### config.mk
export PLATFORM = sky130hd
export DESIGN_NAME = multicycle_sequencer_flat
export DESIGN_NICKNAME = d
export VERILOG_FILES = /design/src/rtl/multicycle_sequencer_pkg.sv /design/src/rtl/multicycle_sequencer_if.sv /design/src/rtl/sequencer_wait_timer.sv /design/src/rtl/multicycle_sequencer.sv /design/src/flat_wrapper.sv
export SDC_FILE = /design/constraint.sdc
export NUM_CORES = 1
export LEC_CHECK = 0
export CAP_MARGIN = 20
export CORE_MARGIN = 4
export CORE_UTILIZATION = 45
export CTS_CLUSTER_DIAMETER = 80
export DETAILED_ROUTE_END_ITERATION = 10
export PLACE_DENSITY = 0.78
export SKIP_LAST_GASP = 1
export SLEW_MARGIN = 30
export SYNTH_ARGS = -nofsm -noshare
export SYNTH_HDL_FRONTEND = slang
export SYNTH_SLANG_ARGS = --single-unit
### constraint.sdc
create_clock -name clock -period 2.61 [get_ports clock]
set_input_delay 0.783 -clock clock [delete_from_list [all_inputs] [get_ports clock]]
set_output_delay 0.783 -clock clock [all_outputs]
set_load 0.05 [all_outputs]
### src/rtl/multicycle_sequencer_pkg.sv
// Shared processor package: sequencer state encodings,
// default timeout/counter widths and a small state helper.
package multicycle_sequencer_pkg;

  typedef enum logic [2:0] {
    S_IDLE      = 3'd0,
    S_FETCH     = 3'd1,
    S_DECODE    = 3'd2,
    S_EXECUTE   = 3'd3,
    S_MEMORY    = 3'd4,
    S_WRITEBACK = 3'd5,
    S_HALT      = 3'd6
  } state_t;

  localparam int MEM_TIMEOUT_DEF = 15;
  localparam int COUNT_WIDTH_DEF = 32;

  // States that wait on memReady and are guarded by the timer.
  function automatic logic is_wait(state_t s);
    return (s == S_FETCH) || (s == S_MEMORY);
  endfunction

endpackage

### src/rtl/multicycle_sequencer_if.sv
// Sequencer control bundle: decode/memory inputs, enables,
// status and counters. master = sequencer, slave = datapath.
interface multicycle_sequencer_if
  import multicycle_sequencer_pkg::*;
#(
  parameter int COUNT_WIDTH = COUNT_WIDTH_DEF
) ();

  logic                   start;
  logic                   memReady;
  logic                   memReadFlag;
  logic                   memWriteFlag;
  logic                   regWriteFlag;
  logic                   branchFlag;
  logic                   unconditionalBranchFlag;
  logic                   haltRequest;

  logic                   irWrite;
  logic                   aluEnable;
  logic                   memEnable;
  logic                   regWriteEnable;
  logic                   pcWriteEnable;
  logic [2:0]             state;
  logic                   halted;
  logic                   timeoutError;
  logic [COUNT_WIDTH-1:0] instrCount;
  logic [COUNT_WIDTH-1:0] cycleCount;

  modport master (
    input  start, memReady, memReadFlag, memWriteFlag,
    input  regWriteFlag, branchFlag,
    input  unconditionalBranchFlag, haltRequest,
    output irWrite, aluEnable, memEnable,
    output regWriteEnable, pcWriteEnable,
    output state, halted, timeoutError,
    output instrCount, cycleCount
  );

  modport slave (
    output start, memReady, memReadFlag, memWriteFlag,
    output regWriteFlag, branchFlag,
    output unconditionalBranchFlag, haltRequest,
    input  irWrite, aluEnable, memEnable,
    input  regWriteEnable, pcWriteEnable,
    input  state, halted, timeoutError,
    input  instrCount, cycleCount
  );

endinterface

### src/rtl/sequencer_wait_timer.sv
// Memory wait timer: counts stalled cycles in FETCH/MEMORY.
// Ports: clock_i, reset_i, active_i, ready_i -> expired_o.
module sequencer_wait_timer
  import multicycle_sequencer_pkg::*;
#(
  parameter int MEM_TIMEOUT = MEM_TIMEOUT_DEF
) (
  input  logic clock_i,
  input  logic reset_i,
  input  logic active_i,
  input  logic ready_i,
  output logic expired_o
);

  localparam int W = $clog2(MEM_TIMEOUT + 1) + 1;

  logic [W-1:0] cnt_q, cnt_d;
  logic         stall;

  // Any cycle outside a stall zeroes the count, so every
  // entry into FETCH or MEMORY starts from zero.
  assign stall     = active_i && !ready_i;
  assign cnt_d     = stall ? cnt_q + 1'b1 : '0;
  assign expired_o = stall && (cnt_q == W'(MEM_TIMEOUT));

  always_ff @(posedge clock_i or posedge reset_i) begin
    if (reset_i) cnt_q <= '0;
    else         cnt_q <= cnt_d;
  end

endmodule

### src/rtl/multicycle_sequencer.sv
// Multicycle instruction sequencer FSM with retire/cycle counters.
// Ports: clock, reset (async high), bus (master modport).
module multicycle_sequencer
  import multicycle_sequencer_pkg::*;
#(
  parameter int MEM_TIMEOUT = MEM_TIMEOUT_DEF,
  parameter int COUNT_WIDTH = COUNT_WIDTH_DEF
) (
  input  logic                  clock,
  input  logic                  reset,
  multicycle_sequencer_if.master bus
);

  state_t                 state_q, state_d;
  logic                   timeout_q, timeout_d;
  logic [COUNT_WIDTH-1:0] instr_q, cycle_q;
  logic                   ir_we, alu_en, mem_en;
  logic                   rf_we, pc_we;
  logic                   waiting, expired, busy;

  assign waiting = is_wait(state_q);
  assign busy    = (state_q != S_IDLE) &&
                   (state_q != S_HALT);

  sequencer_wait_timer #(
    .MEM_TIMEOUT(MEM_TIMEOUT)
  ) u_timer (
    .clock_i  (clock),
    .reset_i  (reset),
    .active_i (waiting),
    .ready_i  (bus.memReady),
    .expired_o(expired)
  );

  // Enables depend on the same-cycle memReady and decode
  // flags, so they are decoded alongside the next state.
  always_comb begin
    state_d   = state_q;
    timeout_d = timeout_q;
    ir_we     = 1'b0;
    alu_en    = 1'b0;
    mem_en    = 1'b0;
    rf_we     = 1'b0;
    pc_we     = 1'b0;
    unique case (state_q)
      S_IDLE: begin
        if (bus.start) state_d = S_FETCH;
      end
      S_FETCH: begin
        if (bus.memReady) begin
          ir_we   = 1'b1;
          state_d = S_DECODE;
        end else if (expired) begin
          state_d   = S_HALT;
          timeout_d = 1'b1;
        end
      end
      S_DECODE: begin
        state_d = bus.haltRequest ? S_HALT : S_EXECUTE;
      end
      S_EXECUTE: begin
        alu_en = 1'b1;
        if (bus.branchFlag ||
            bus.unconditionalBranchFlag) begin
          pc_we   = 1'b1;
          state_d = S_FETCH;
        end else if (bus.memReadFlag ||
                     bus.memWriteFlag) begin
          state_d = S_MEMORY;
        end else if (bus.regWriteFlag) begin
          state_d = S_WRITEBACK;
        end else begin
          pc_we   = 1'b1;
          state_d = S_FETCH;
        end
      end
      S_MEMORY: begin
        mem_en = 1'b1;
        if (bus.memReady) begin
          if (bus.memReadFlag) begin
            state_d = S_WRITEBACK;
          end else begin
            pc_we   = 1'b1;
            state_d = S_FETCH;
          end
        end else if (expired) begin
          state_d   = S_HALT;
          timeout_d = 1'b1;
        end
      end
      S_WRITEBACK: begin
        rf_we   = 1'b1;
        pc_we   = 1'b1;
        state_d = S_FETCH;
      end
      S_HALT: begin
        state_d = S_HALT;
      end
      default: begin
        state_d = S_IDLE;
      end
    endcase
  end

  always_ff @(posedge clock or posedge reset) begin
    if (reset) begin
      state_q   <= S_IDLE;
      timeout_q <= 1'b0;
      instr_q   <= '0;
      cycle_q   <= '0;
    end else begin
      state_q   <= state_d;
      timeout_q <= timeout_d;
      if (pc_we) instr_q <= instr_q + 1'b1;
      if (busy)  cycle_q <= cycle_q + 1'b1;
    end
  end

  assign bus.irWrite        = ir_we;
  assign bus.aluEnable      = alu_en;
  assign bus.memEnable      = mem_en;
  assign bus.regWriteEnable = rf_we;
  assign bus.pcWriteEnable  = pc_we;
  assign bus.state          = state_q;
  assign bus.halted         = (state_q == S_HALT);
  assign bus.timeoutError   = timeout_q;
  assign bus.instrCount     = instr_q;
  assign bus.cycleCount     = cycle_q;

endmodule

### src/flat_wrapper.sv
// flat-port wrapper written by rule: the top's interface ports become plain ports
module multicycle_sequencer_flat import multicycle_sequencer_pkg::*;
#(
  parameter int MEM_TIMEOUT = MEM_TIMEOUT_DEF,
  parameter int COUNT_WIDTH = COUNT_WIDTH_DEF
)
  (clock, reset, bus_start, bus_memReady, bus_memReadFlag, bus_memWriteFlag, bus_regWriteFlag, bus_branchFlag, bus_unconditionalBranchFlag, bus_haltRequest, bus_irWrite, bus_aluEnable, bus_memEnable, bus_regWriteEnable, bus_pcWriteEnable, bus_state, bus_halted, bus_timeoutError, bus_instrCount, bus_cycleCount);
  multicycle_sequencer_if #(.COUNT_WIDTH(COUNT_WIDTH)) bus_i ();
  input  logic clock;
  input  logic reset;
  input wire logic [$bits(bus_i.start)-1:0] bus_start;
  input wire logic [$bits(bus_i.memReady)-1:0] bus_memReady;
  input wire logic [$bits(bus_i.memReadFlag)-1:0] bus_memReadFlag;
  input wire logic [$bits(bus_i.memWriteFlag)-1:0] bus_memWriteFlag;
  input wire logic [$bits(bus_i.regWriteFlag)-1:0] bus_regWriteFlag;
  input wire logic [$bits(bus_i.branchFlag)-1:0] bus_branchFlag;
  input wire logic [$bits(bus_i.unconditionalBranchFlag)-1:0] bus_unconditionalBranchFlag;
  input wire logic [$bits(bus_i.haltRequest)-1:0] bus_haltRequest;
  output wire logic [$bits(bus_i.irWrite)-1:0] bus_irWrite;
  output wire logic [$bits(bus_i.aluEnable)-1:0] bus_aluEnable;
  output wire logic [$bits(bus_i.memEnable)-1:0] bus_memEnable;
  output wire logic [$bits(bus_i.regWriteEnable)-1:0] bus_regWriteEnable;
  output wire logic [$bits(bus_i.pcWriteEnable)-1:0] bus_pcWriteEnable;
  output wire logic [$bits(bus_i.state)-1:0] bus_state;
  output wire logic [$bits(bus_i.halted)-1:0] bus_halted;
  output wire logic [$bits(bus_i.timeoutError)-1:0] bus_timeoutError;
  output wire logic [$bits(bus_i.instrCount)-1:0] bus_instrCount;
  output wire logic [$bits(bus_i.cycleCount)-1:0] bus_cycleCount;
  assign bus_i.start = bus_start;
  assign bus_i.memReady = bus_memReady;
  assign bus_i.memReadFlag = bus_memReadFlag;
  assign bus_i.memWriteFlag = bus_memWriteFlag;
  assign bus_i.regWriteFlag = bus_regWriteFlag;
  assign bus_i.branchFlag = bus_branchFlag;
  assign bus_i.unconditionalBranchFlag = bus_unconditionalBranchFlag;
  assign bus_i.haltRequest = bus_haltRequest;
  assign bus_irWrite = bus_i.irWrite;
  assign bus_aluEnable = bus_i.aluEnable;
  assign bus_memEnable = bus_i.memEnable;
  assign bus_regWriteEnable = bus_i.regWriteEnable;
  assign bus_pcWriteEnable = bus_i.pcWriteEnable;
  assign bus_state = bus_i.state;
  assign bus_halted = bus_i.halted;
  assign bus_timeoutError = bus_i.timeoutError;
  assign bus_instrCount = bus_i.instrCount;
  assign bus_cycleCount = bus_i.cycleCount;
  multicycle_sequencer #(.MEM_TIMEOUT(MEM_TIMEOUT), .COUNT_WIDTH(COUNT_WIDTH)) u_core (.clock(clock), .reset(reset), .bus(bus_i));
endmodule
==> impl_metrics.tcl <==
set metrics [dict create \
    reg2reg_to "u_core.bus.instrCount[10]" \
    grt_pass1_vias 2741 \
    dp_cells 515 \
    layout-drive-gt1-share 0.122 \
    ff2ff_path_depth 7 \
    synth_area_um2 3500 \
    drt_iter0_markers 126 \
    root_buffer "clkbuf_8" \
    totalWireLength_um 8190 \
    die_area_um2 9250 \
    relSlewSlack 0.636 \
    crit_required_ns 1.83 \
    post-route-period-util 0.984 \
    drc_errors 0 \
    yosysSeqAreaShare 0.522 \
    hpwl_um 5740 \
    grt-busiest-layer "met2" \
    worstSkewPairLatency_ns 0.34 \
    maxSlewViolCount 0 \
    core_um2 7410 \
    synth_area_leader_cell "dfrtp_1" \
    synthFlopType "dfrtp_1" \
    finalSetupTns_ns 0 \
    holdPathEnd "u_core.bus.instrCount[31]" \
    power_leakage_nw 2.17 \
    initial_core_util 0.472 \
    cts.sinks 73 \
    grtUsageTotal 0.187 \
    grt_max_degree 74 \
    first_pass_iters 4 \
    max_freq_mhz 389 \
    fin_skew_ns 0.00542 \
    status "finished clean" \
    fin_nets 443 \
    tightest_slew_ns 0.545 \
    gp_congestion 0.820 \
    ios 84 \
    vias 2802 \
    synth_common_cells "73 x dfrtp_1, 38 x xnor2_1, 30 x nor2_1" \
    syn_nets 339 \
    antenna_left 0 \
    peakVddDrop_uv 480 \
    cts_buffers 9 \
    io_buffers 83 \
    synth_cell_types 41 \
    yosysMostFrequentCell "dfrtp_1" \
    end_kind "primary output" \
    instances_no_fill 532 \
    cts_buffer_depth 2 \
    syn_area_per_cell_um2 10.8 \
    synth_edf_count 0 \
    power_density_nw_per_um2 786 \
    synth_top_area_frac 0.522 \
    r2r_slack_ns 0.63 \
    async_reset_ff_frac 1.00 \
    viasPerCell 5.27 \
    overflow 0 \
    crit_arrival_ns 1.78 \
    hold_path.class "flip-flop to flip-flop" \
    path_max_fanout 3 \
    min_path_cells 1 \
    worst_setup_path_start_kind "input port" \
    avgRoutedWirePerCell_um 15.4 \
    netlist_top_cells_area "dfrtp_1 52%, xnor2_1 9.5%, xor2_1 6.8%" \
    min_from "u_core.bus.instrCount[31]" \
    fin_crit_ns 2.57 \
    met2_usage 0.297 \
    crit_type "input port to primary output" \
    antenna_found_initial 0 \
    maxCapViolations 0 \
    num_rows 31 \
    fillers 580 \
    worstReg2RegStart "u_core.bus.state[2]" \
    cts_tree "yes" \
    n_antenna_cell 0 \
    die_h_um 96.2 \
    setup_viol 0 \
    use_met1 0.245 \
    clkTransAtPathRegs_ns 0.07 \
    synthCells 325 \
    ys_ff_latch 73 \
    htreeDepth 3 \
    rsz0062_at_grt "false" \
    die_w_um 96.2 \
    use_met3 0.0422 \
    area_growth_pct 37.2 \
    yosysWarnings 0 \
    grt_first_pass_wirelength_um 13300 \
    hold_viol_final 0 \
]
placed cells by master, fill, tap and decap left out, types with 2 or more instances in the layout:
master,netlist,routed
a21oi_1,4,4
nor2_2,2,4
xor2_1,27,27
and4_1,8,8
clkbuf_1,3,5
dlygate4sd2_1,0,3
nor3_1,15,14
o22ai_1,3,3
nor2b_1,5,4
nand2b_1,4,3
nand4_1,14,14
o211a_1,2,2
xnor2_1,38,38
nor4_4,2,2
o311a_1,2,2
o21ai_0,4,4
o21ai_1,2,2
clkbuf_8,0,10
and3_1,4,4
nand3_1,22,22
buf_4,1,18
inv_1,8,7
o21bai_1,2,2
clkdlybuf4s50_1,0,72
dfrtp_1,73,73
mux2_2,2,2
nand4_4,2,2
nor3_2,1,2
and2_1,7,7
ha_1,4,4
nor2_1,30,27
nand2_1,21,21
buf_12,0,5
sequential cells by signal, indices dropped and copies added, names as in the netlist:
signal / flops
u_core.bus.cycleCount: 32
u_core.bus.instrCount: 32
u_core.bus.state: 3
u_core.bus.timeoutError: 1
u_core.u_timer.cnt_q: 5
cells by family (layout without fill, tap and decap cells):
| group | after synthesis | count (layout) | share of synthesized area |
|---|---|---|---|
| flip-flops | 73 | 73 | 0.522 |
| adder cells (fa/ha/maj) | 4 | 4 | 0.0143 |
| XOR/XNOR | 65 | 65 | 0.163 |
| buffers and inverters | 14 | 122 | 0.0168 |
| multiplexers | 2 | 2 | 0.00644 |
| AND/OR/NAND/NOR | 144 | 144 | 0.233 |
| AO/OA/AOI/OAI | 23 | 23 | 0.0447 |
stage by stage:
step                      utilization  worst slack (ns)  hold WS [ns]  instance area, µm²  power (mW)
final                           0.648            0.0424         0.472                4800        3.77
after global routing            0.648           0.00324         0.497                4800        3.95
after CTS                       0.645           0.00475         0.476                4780        3.77
after detailed placement        0.619            -0.129         0.462                4590        3.00
after global placement          0.619           -0.0785         0.446                4590        2.98
after floorplan                     -            0.0786         0.433                3510        2.44
worst max path at each step:
stage	start	end	slack (ns)	cells after the start
after detailed placement	bus_memReadFlag	bus_pcWriteEnable	-0.13	5
after global routing	bus_branchFlag	bus_pcWriteEnable	0.003	5
final	bus_branchFlag	bus_pcWriteEnable	0.04	5
after global placement	bus_memReadFlag	bus_pcWriteEnable	-0.08	5
after CTS	bus_memReady	bus_pcWriteEnable	0.005	5
after floorplan	u_core.bus.state[0]	bus_pcWriteEnable	0.08	3
layer usage:
layer / wire length (µm) / share of wire / up-vias
li1: - / - / 1334
met1: 3640 / 0.44 / 1365
met2: 3950 / 0.48 / 89
met3: 461 / 0.056 / 14
met4: 138 / 0.017 / 0
met5: 0 / 0 / -
layout make-up:
type	count	area, µm²	share of cell area
flip-flops and latches	73	1830	0.381
multi-input cells	238	1670	0.347
repair buffers	99	995	0.207
clock buffers	15	156	0.0326
well taps	99	124	0.0258
inverters	8	33.8	0.00704
worst max-delay path, cell delays in order:
cell and delay, ns:
clkdlybuf4s50_1 0.48, nor2_4 0.14, nand2b_4 0.07, o2bb2ai_4 0.15, buf_12 0.15
power breakdown:
| part | leakage (nW) | switching (mW) | internal (mW) | total [mW] |
|---|---|---|---|---|
| Sequential | 0.973 | 0.170 | 1.26 | 1.43 |
| Combinational | 1.11 | 0.991 | 0.611 | 1.60 |
| Clock | 0.0778 | 0.372 | 0.369 | 0.741 |
| Total | 2.17 | 1.53 | 2.24 | 3.77 |
timing repair:
item,4_1_cts,5_1_grt
buffers inserted,1,1
hold buffers,0,0
gates resized for setup,9,3
pin swaps,2,1
endpoints found under the setup margin,1,2
No activity file was read; power rests on OpenSTA's default activity.
